## config.mk

```make
export PLATFORM = sky130hd
export DESIGN_NAME = sync_fifo_ctrl_flat
export DESIGN_NICKNAME = d
export VERILOG_FILES = /design/src/rtl/sync_fifo_ctrl_if.sv /design/src/rtl/sync_fifo_ctrl.sv /design/src/flat_wrapper.sv
export SDC_FILE = /design/constraint.sdc
export NUM_CORES = 1
export LEC_CHECK = 0
export CAP_MARGIN = 20
export CORE_MARGIN = 10
export CORE_UTILIZATION = 45
export DETAILED_ROUTE_END_ITERATION = 8
export GPL_ROUTABILITY_DRIVEN = 0
export PLACE_DENSITY_LB_ADDON = 0.1
export REMOVE_ABC_BUFFERS = 1
export SETUP_SLACK_MARGIN = 0.15
export SYNTH_ARGS = -nofsm -noshare
export SYNTH_HDL_FRONTEND = slang
export SYNTH_SLANG_ARGS = --single-unit
```

## constraint.sdc

```tcl
create_clock -name clk -period 3 [get_ports clk]
set_input_delay 0.9 -clock clk [delete_from_list [all_inputs] [get_ports clk]]
set_output_delay 0.9 -clock clk [all_outputs]
set_load 0.005 [all_outputs]
```

## src/rtl/sync_fifo_ctrl_if.sv

```systemverilog
// Handshake bundle between the FIFO wrapper (master) and the pointer/flag controller (slave).
// With SYNC_FIFO_ERR_FLAG_EN defined, the bundle also carries the sticky overflow/underflow flags.
interface sync_fifo_ctrl_if #(
  parameter int DEPTH = 4
);
  logic             push;
  logic             pop;
  logic             flush;
  logic             full;
  logic             empty;
  logic             almost_full;
  logic             almost_empty;
  logic [DEPTH:0]   count;
  logic             ram_wr_en;
  logic [DEPTH-1:0] ram_wr_addr;
  logic [DEPTH-1:0] ram_rd_addr;
`ifdef SYNC_FIFO_ERR_FLAG_EN
  logic             overflow;
  logic             underflow;
`endif

  modport master (
    output push, pop, flush,
    input  full, empty, almost_full, almost_empty, count,
`ifdef SYNC_FIFO_ERR_FLAG_EN
    input  overflow, underflow,
`endif
    input  ram_wr_en, ram_wr_addr, ram_rd_addr
  );

  modport slave (
    input  push, pop, flush,
    output full, empty, almost_full, almost_empty, count,
`ifdef SYNC_FIFO_ERR_FLAG_EN
    output overflow, underflow,
`endif
    output ram_wr_en, ram_wr_addr, ram_rd_addr
  );
endinterface

```

## src/rtl/sync_fifo_ctrl.sv

```systemverilog
// Pointer/flag controller turning a 1W1R ram into a first-word-fall-through synchronous FIFO.
// Define SYNC_FIFO_ERR_FLAG_EN to add the sticky overflow/underflow outputs.
module sync_fifo_ctrl #(
  parameter int DEPTH    = 4,
  parameter int AF_LEVEL = 14,
  parameter int AE_LEVEL = 2
) (
  input logic             clk,
  input logic             rst_n,
  sync_fifo_ctrl_if.slave bus
);

  localparam logic [DEPTH:0] AF_CNT = (DEPTH+1)'(AF_LEVEL);
  localparam logic [DEPTH:0] AE_CNT = (DEPTH+1)'(AE_LEVEL);

  // Pointers carry one extra wrap bit so full and empty are distinguishable.
  logic [DEPTH:0] wr_ptr;
  logic [DEPTH:0] rd_ptr;
  logic [DEPTH:0] count_w;
  logic           full_w;
  logic           empty_w;
  logic           push_ok;
  logic           pop_ok;

  always_comb begin
    count_w = wr_ptr - rd_ptr;
    empty_w = (wr_ptr == rd_ptr);
    full_w  = (wr_ptr[DEPTH-1:0] == rd_ptr[DEPTH-1:0]) &&
              (wr_ptr[DEPTH] != rd_ptr[DEPTH]);
  end

  assign push_ok = bus.push & ~full_w  & ~bus.flush;
  assign pop_ok  = bus.pop  & ~empty_w & ~bus.flush;

  always_ff @(posedge clk or negedge rst_n) begin
    if (!rst_n) begin
      wr_ptr <= '0;
      rd_ptr <= '0;
    end else if (bus.flush) begin
      wr_ptr <= '0;
      rd_ptr <= '0;
    end else begin
      if (push_ok) wr_ptr <= wr_ptr + 1'b1;
      if (pop_ok)  rd_ptr <= rd_ptr + 1'b1;
    end
  end

  // Gating with rst_n keeps a push held through reset from reaching the ram.
  assign bus.ram_wr_en    = push_ok & rst_n;
  assign bus.ram_wr_addr  = wr_ptr[DEPTH-1:0];
  assign bus.ram_rd_addr  = rd_ptr[DEPTH-1:0];
  assign bus.count        = count_w;
  assign bus.full         = full_w;
  assign bus.empty        = empty_w;
  assign bus.almost_full  = (count_w >= AF_CNT);
  assign bus.almost_empty = (count_w <= AE_CNT);

`ifdef SYNC_FIFO_ERR_FLAG_EN
  logic overflow_r;
  logic underflow_r;

  always_ff @(posedge clk or negedge rst_n) begin
    if (!rst_n) begin
      overflow_r  <= 1'b0;
      underflow_r <= 1'b0;
    end else if (bus.flush) begin
      overflow_r  <= 1'b0;
      underflow_r <= 1'b0;
    end else begin
      if (bus.push & full_w) overflow_r  <= 1'b1;
      if (bus.pop & empty_w) underflow_r <= 1'b1;
    end
  end

  assign bus.overflow  = overflow_r;
  assign bus.underflow = underflow_r;
`endif

endmodule
```

## src/flat_wrapper.sv

```systemverilog
// flat-port wrapper written by rule: the top's interface ports become plain ports
module sync_fifo_ctrl_flat 
#(
  parameter int DEPTH    = 4,
  parameter int AF_LEVEL = 14,
  parameter int AE_LEVEL = 2
)
  (clk, rst_n, bus_push, bus_pop, bus_flush, bus_full, bus_empty, bus_almost_full, bus_almost_empty, bus_count, bus_ram_wr_en, bus_ram_wr_addr, bus_ram_rd_addr);
  sync_fifo_ctrl_if #(.DEPTH(DEPTH)) bus_i ();
  input logic clk;
  input logic rst_n;
  input wire logic [$bits(bus_i.push)-1:0] bus_push;
  input wire logic [$bits(bus_i.pop)-1:0] bus_pop;
  input wire logic [$bits(bus_i.flush)-1:0] bus_flush;
  output wire logic [$bits(bus_i.full)-1:0] bus_full;
  output wire logic [$bits(bus_i.empty)-1:0] bus_empty;
  output wire logic [$bits(bus_i.almost_full)-1:0] bus_almost_full;
  output wire logic [$bits(bus_i.almost_empty)-1:0] bus_almost_empty;
  output wire logic [$bits(bus_i.count)-1:0] bus_count;
  output wire logic [$bits(bus_i.ram_wr_en)-1:0] bus_ram_wr_en;
  output wire logic [$bits(bus_i.ram_wr_addr)-1:0] bus_ram_wr_addr;
  output wire logic [$bits(bus_i.ram_rd_addr)-1:0] bus_ram_rd_addr;
  assign bus_i.push = bus_push;
  assign bus_i.pop = bus_pop;
  assign bus_i.flush = bus_flush;
  assign bus_full = bus_i.full;
  assign bus_empty = bus_i.empty;
  assign bus_almost_full = bus_i.almost_full;
  assign bus_almost_empty = bus_i.almost_empty;
  assign bus_count = bus_i.count;
  assign bus_ram_wr_en = bus_i.ram_wr_en;
  assign bus_ram_wr_addr = bus_i.ram_wr_addr;
  assign bus_ram_rd_addr = bus_i.ram_rd_addr;
  sync_fifo_ctrl #(.DEPTH(DEPTH), .AF_LEVEL(AF_LEVEL), .AE_LEVEL(AE_LEVEL)) u_core (.clk(clk), .rst_n(rst_n), .bus(bus_i));
endmodule
```

### Word level (Yosys, flattened, before mapping)

Cells that the tools add are included.
W data, S select, Z words.

* register bits after elaboration: 10
* input port bits: 5
* output and inout port bits: 18
* logic and storage cells: 25

* add/sub/neg operators: 3
* order comparisons: 2
* equality and inequality tests: 3
* multiplexer cells: 4
* bitwise operators: 8
* reductions and logical operators: 3

Operator list (number)
* $mux W5: 4
* $add A5 B1 Y5 const B: 2
* $and A1 B1 Y1: 5
* $eq A5 B5 Y1: 1
* $ge A5 B4 Y1 const B: 1
* $le A5 B2 Y1 const B: 1
* $sub A5 B5 Y5: 1
* $eq A4 B4 Y1: 1
* $reduce_bool A2 Y1: 2
* $not A1 Y1: 3
* $logic_and A1 B1 Y1: 1
* $ne A1 B1 Y1: 1

### Depth between registers and ports, before layout

* depth in word-level cells: 7
* depth in mapped cells: 8
* mapped depth without buffers: 8

### Least setup slack after synthesis

No wires, ideal clock.

* path type: register to output
* start: register u_core.wr_ptr[0]
* end: output port bus_almost_empty
* arrival: 1.882 ns
* setup slack: 0.218 ns
* cell stages (with the launch flop): 9
* buffers on the path: 0
* cells stage by stage: dfrtp_1 -> inv_1 -> ha_1 -> inv_1 -> fa_1 -> a21o_1 -> a21oi_1 -> xnor2_1 -> a2111oi_2

* cells in the longest elaborated chain, start to end: 2

RTL lines
* start, declared: line sync_fifo_ctrl.sv:17 `logic [DEPTH:0] wr_ptr;`
* start signal, assigned: line sync_fifo_ctrl.sv:43 `if (push_ok) wr_ptr <= wr_ptr + 1'b1;`
* $sub A5 B5 Y5: line sync_fifo_ctrl.sv:26 `count_w = wr_ptr - rd_ptr;`
* net bus_count[4]: line flat_wrapper.sv:19 `output wire logic [$bits(bus_i.count)-1:0] bus_count;`
* $le A5 B2 Y1: line sync_fifo_ctrl.sv:56 `assign bus.almost_empty = (count_w <= AE_CNT);`
* end, declared: line flat_wrapper.sv:18 `output wire logic [$bits(bus_i.almost_empty)-1:0] bus_almost_empty;`

The timed path passes the listed nets, and every way through them passes these cells.

### Worst setup path after layout

* start: register u_core.wr_ptr[0]
* end: output port bus_almost_empty

* cells in the longest elaborated chain, start to end: 2

RTL lines (line)
* $sub A5 B5 Y5: sync_fifo_ctrl.sv:26
* $le A5 B2 Y1: sync_fifo_ctrl.sv:56

Every way passes these cells.

==> out/qor.log <==
qor: power_and_ir_drop.total_leakage_power 0.5960 nW
qor: routing.routed_via_density 5.593
qor: synthesis.number_of_instances_in_the_synthesized_netlist 80
qor: synthesis.synth_area_in_compound_gates 13.76%
qor: routing.drc 0
qor: cells_and_area.num_antenna_cells 0
qor: synthesis.mappedNetlistArea 754.5 um2
qor: die.die_w 60.95 um
qor: die.start_util 48.94%
qor: synthesis.synth.distinct_cells 23
qor: setup_path.cp.required 2100 ps
qor: sta.unrepaired_setup_endpoints_after_global_routing yes
qor: setup_path.worstSetupEndpointType output port
qor: routing.dr.first_iter.drc_count 17
qor: cells_and_area.most_frequent_standard_cell_in_the_layout_excluding_fill_and_tap_cells sky130_fd_sc_hd__buf_4
qor: placed_design.place.detailed.hpwl 1649 um
qor: setup_path.arrival 2270 ps
qor: worst_hold_path.min-delay-path-class register to register
qor: sta.final.min_clock_period 3167 ps
qor: die.die_area 3714 um2
qor: global_route.grt_pass1_wl 3574 um
qor: setup_path.cp_slowest_cell sky130_fd_sc_hd__dfrtp_1
qor: routing.route.vias.total 755
qor: sta.worst_clock_skew 1.159 ps
qor: sta.max_slew_margin 70.84%
qor: power_and_ir_drop.power_density 533.3 nW/um2
qor: synthesis.synth_adder_area_share 12.60%
qor: cells_and_area.layout.cells.most_common_list sky130_fd_sc_hd__buf_4, sky130_fd_sc_hd__clkdlybuf4s50_1, sky130_fd_sc_hd__nor2_1
qor: setup_path.worstReg2RegStart u_core.rd_ptr[2]
qor: global_route.first_global_vias 748
qor: cells_and_area.post-route-cell-area 1249 um2
qor: sta.final_max_slew_viol_count 0
qor: sta.max_slew.worst_pin.slew 436.0 ps
qor: global_route.maximum_number_of_pins_on_one_net_before_global_route_repair 11
qor: synthesis.synth.yosys.seq_area_share 33.17%
qor: setup_path.reg2reg_depth 9
qor: setup_path.cp_max_fo 2
qor: worst_hold_path.timing.hold.worst_path_depth 2
qor: placed_design.port_buffers 22
qor: global_route.grt_busiest_layer met2
qor: sta.worst_slack -166.5 ps
qor: sta.hold_violations 0
qor: routing.detail_route.first_pass.iterations 4
qor: setup_path.crit_start u_core.wr_ptr[0]
qor: cells_and_area.post_route_cells_drive_above_1_share 38.66%
qor: clocking.clk_root_buffer_cell sky130_fd_sc_hd__clkbuf_4
qor: worst_hold_path.min-delay-start u_core.rd_ptr[3]
qor: run.max_cap_viols 0
qor: die.core_area 1541 um2
qor: sta.fmax 315.8 MHz
qor: setup_path.worst-path-buf-inv 4
qor: global_route.grt.met3_usage 3.549%
qor: routing.wirelength 2423 um
qor: synthesis.muxShareOfSynthArea 2.653%
qor: power_and_ir_drop.vdd_ir_drop_max 0.3898 mV
qor: setup_path.crit_cells 10
qor: setup_path.cp-start-kind register
qor: run_status.violations negative setup slack
qor: synthesis.synth.avg_cell_area 9.431 um2
qor: global_route.total_global_routing_overflow 0
qor: sta.period_share 105.6%
qor: setup_path.timing.critical_path.cells inv_2 > ha_4 > inv_4 > fa_2 > a21o_1 > a21oi_2 > xnor2_2 > buf_4 > a2111oi_4 > buf_2
qor: synthesis.main_combinational_cell_family_by_area_after_synthesis XOR/XNOR gates
qor: sta.count_of_final_setup_violators 2
qor: clocking.path_clk_slew 70 ps
qor: synthesis.yosysWarnings 0
qor: cells_and_area.num-nets-final 133
qor: global_route.grt_antenna_before_repair 0
qor: routing.final_antenna_net_count 0
qor: placed_design.placed_area 1059 um2
qor: global_route.track_usage 13.18%
qor: placed_design.dp_cells 126
qor: synthesis.synth_seq_cells 10
qor: die.floorplan.io_pins 23
qor: setup_path.critPathKind register to output port
qor: setup_path.max_stage_delay 400 ps
qor: global_route.grt_util_met1 14.37%
qor: clocking.numClockSinks 10
qor: global_route.grt.met2_usage 22.85%
qor: clocking.clk-insertion-delay-late 270 ps
qor: die.fp.dieH 60.95 um
qor: cells_and_area.area.growth.synth_to_final 65.51%
qor: synthesis.simple_gate_share_of_the_synthesized_area 12.44%
qor: clocking.cts_tree built
qor: die.placement_rows 14
qor: clocking.hold_buffers 0
qor: setup_path.cpLargestDelayFamily compound AO/OA/AOI/OAI gates
qor: cells_and_area.fin_util 81.01%
qor: run_status.status finished, violations left
qor: clocking.cts_buffers 3
qor: synthesis.synth-xor-area-share 13.93%
qor: clocking.clockBufferDepth 2
qor: cells_and_area.final-instance-count-excl-fill 135
qor: sta.final.setup.tns -284.2 ps
qor: clocking.htree_levels 1
qor: routing.wl_per_cell 17.95 um
## where the power goes
part / switching, mW / internal (mW)
Combinational: 0.181 / 0.236
Sequential: 0.00796 / 0.143
Clock: 0.0508 / 0.0465
Total: 0.240 / 0.426
## synthesized netlist by cell type (all sizes together)
| cell type | count | area (um2) |
|---|---|---|
| a21oi | 5 | 25.02 |
| nor3b | 1 | 7.510 |
| nand3 | 1 | 5.000 |
| nor2 | 11 | 41.29 |
| a31oi | 1 | 6.260 |
| xnor2 | 8 | 70.07 |
| buf | 8 | 60.06 |
| dfrtp | 10 | 250.2 |
| nand4 | 4 | 25.02 |
| fa | 1 | 20.02 |
| a21o | 2 | 15.01 |
| or3 | 1 | 6.260 |
| xor2 | 4 | 35.03 |
| ha | 6 | 75.07 |
| o21ai | 3 | 18.77 |
| clkbuf | 1 | 3.750 |
| a2111oi | 1 | 15.01 |
| and4 | 1 | 8.760 |
| mux2i | 2 | 20.02 |
| a31o | 1 | 8.760 |
| inv | 6 | 22.52 |
| o211ai | 2 | 15.01 |
## flip-flops by register name, indices dropped and copies added, names as in the netlist
| register | count |
|---|---|
| u_core.wr_ptr | 5 |
| u_core.rd_ptr | 5 |
## layout make-up
| type | count | area [um2] |
|---|---|---|
| clock buffer | 3 | 22.52 |
| sequential | 10 | 250.2 |
| tap | 16 | 20.02 |
| inverter | 6 | 25.02 |
| fill | 101 | 292.8 |
| multi-input combinational | 55 | 539.3 |
| timing repair buffer | 45 | 391.6 |
## stage by stage
step / power [mW] / hold WS (ps) / setup WS, ps
floorplan: 0.2883 / 565.8 / 201.0
global placement: 0.4712 / 588.4 / -228.0
detailed placement: 0.4751 / 595.6 / -295.1
CTS: 0.6139 / 614.6 / -81.35
global route: 0.7065 / 637.4 / -312.1
finish: 0.6659 / 609.8 / -166.5
## logic make-up after synthesis
family                   Yosys count
buffers and inverters             15
flip-flops                        10
AND/OR/NAND/NOR                   19
AO/OA/AOI/OAI                     15
XOR/XNOR                          12
multiplexers                       2
adder cells (fa/ha/maj)            7
## tightest hold or removal path: cells and delay by family (launching register included)
| family | cells | cell delay, ps |
|---|---|---|
| DFF | 1 | 420 |
| AOI/OAI and AO/OA | 2 | 150 |
## layer usage
| layer | vias to the layer above | share of wire [%] |
|---|---|---|
| li1 | 352 | - |
| met1 | 371 | 39 |
| met2 | 24 | 51 |
| met3 | 8 | 6.6 |
| met4 | 0 | 3.7 |
| met5 | - | 0 |
## repair_timing
| item | CTS | global route |
|---|---|---|
| resized for setup | 30 | 12 |
| setup endpoints to repair | 9 | 8 |
| pin swaps | 5 | 0 |
| setup buffers | 3 | 3 |
## path summary, 6_finish.rpt
| path | slack (ps) | to |
|---|---|---|
| min in group asynchronous | 960 | u_core.rd_ptr[3] |
| max in group asynchronous | 1890 | u_core.wr_ptr[1] |
| setup / recovery | -170 | bus_almost_empty |
| hold / removal | 610 | u_core.rd_ptr[3] |
| setup reg to reg | 1180 | u_core.wr_ptr[1] |
| hold reg to reg | 610 | u_core.rd_ptr[3] |
Power figures use the tool's default switching activity.
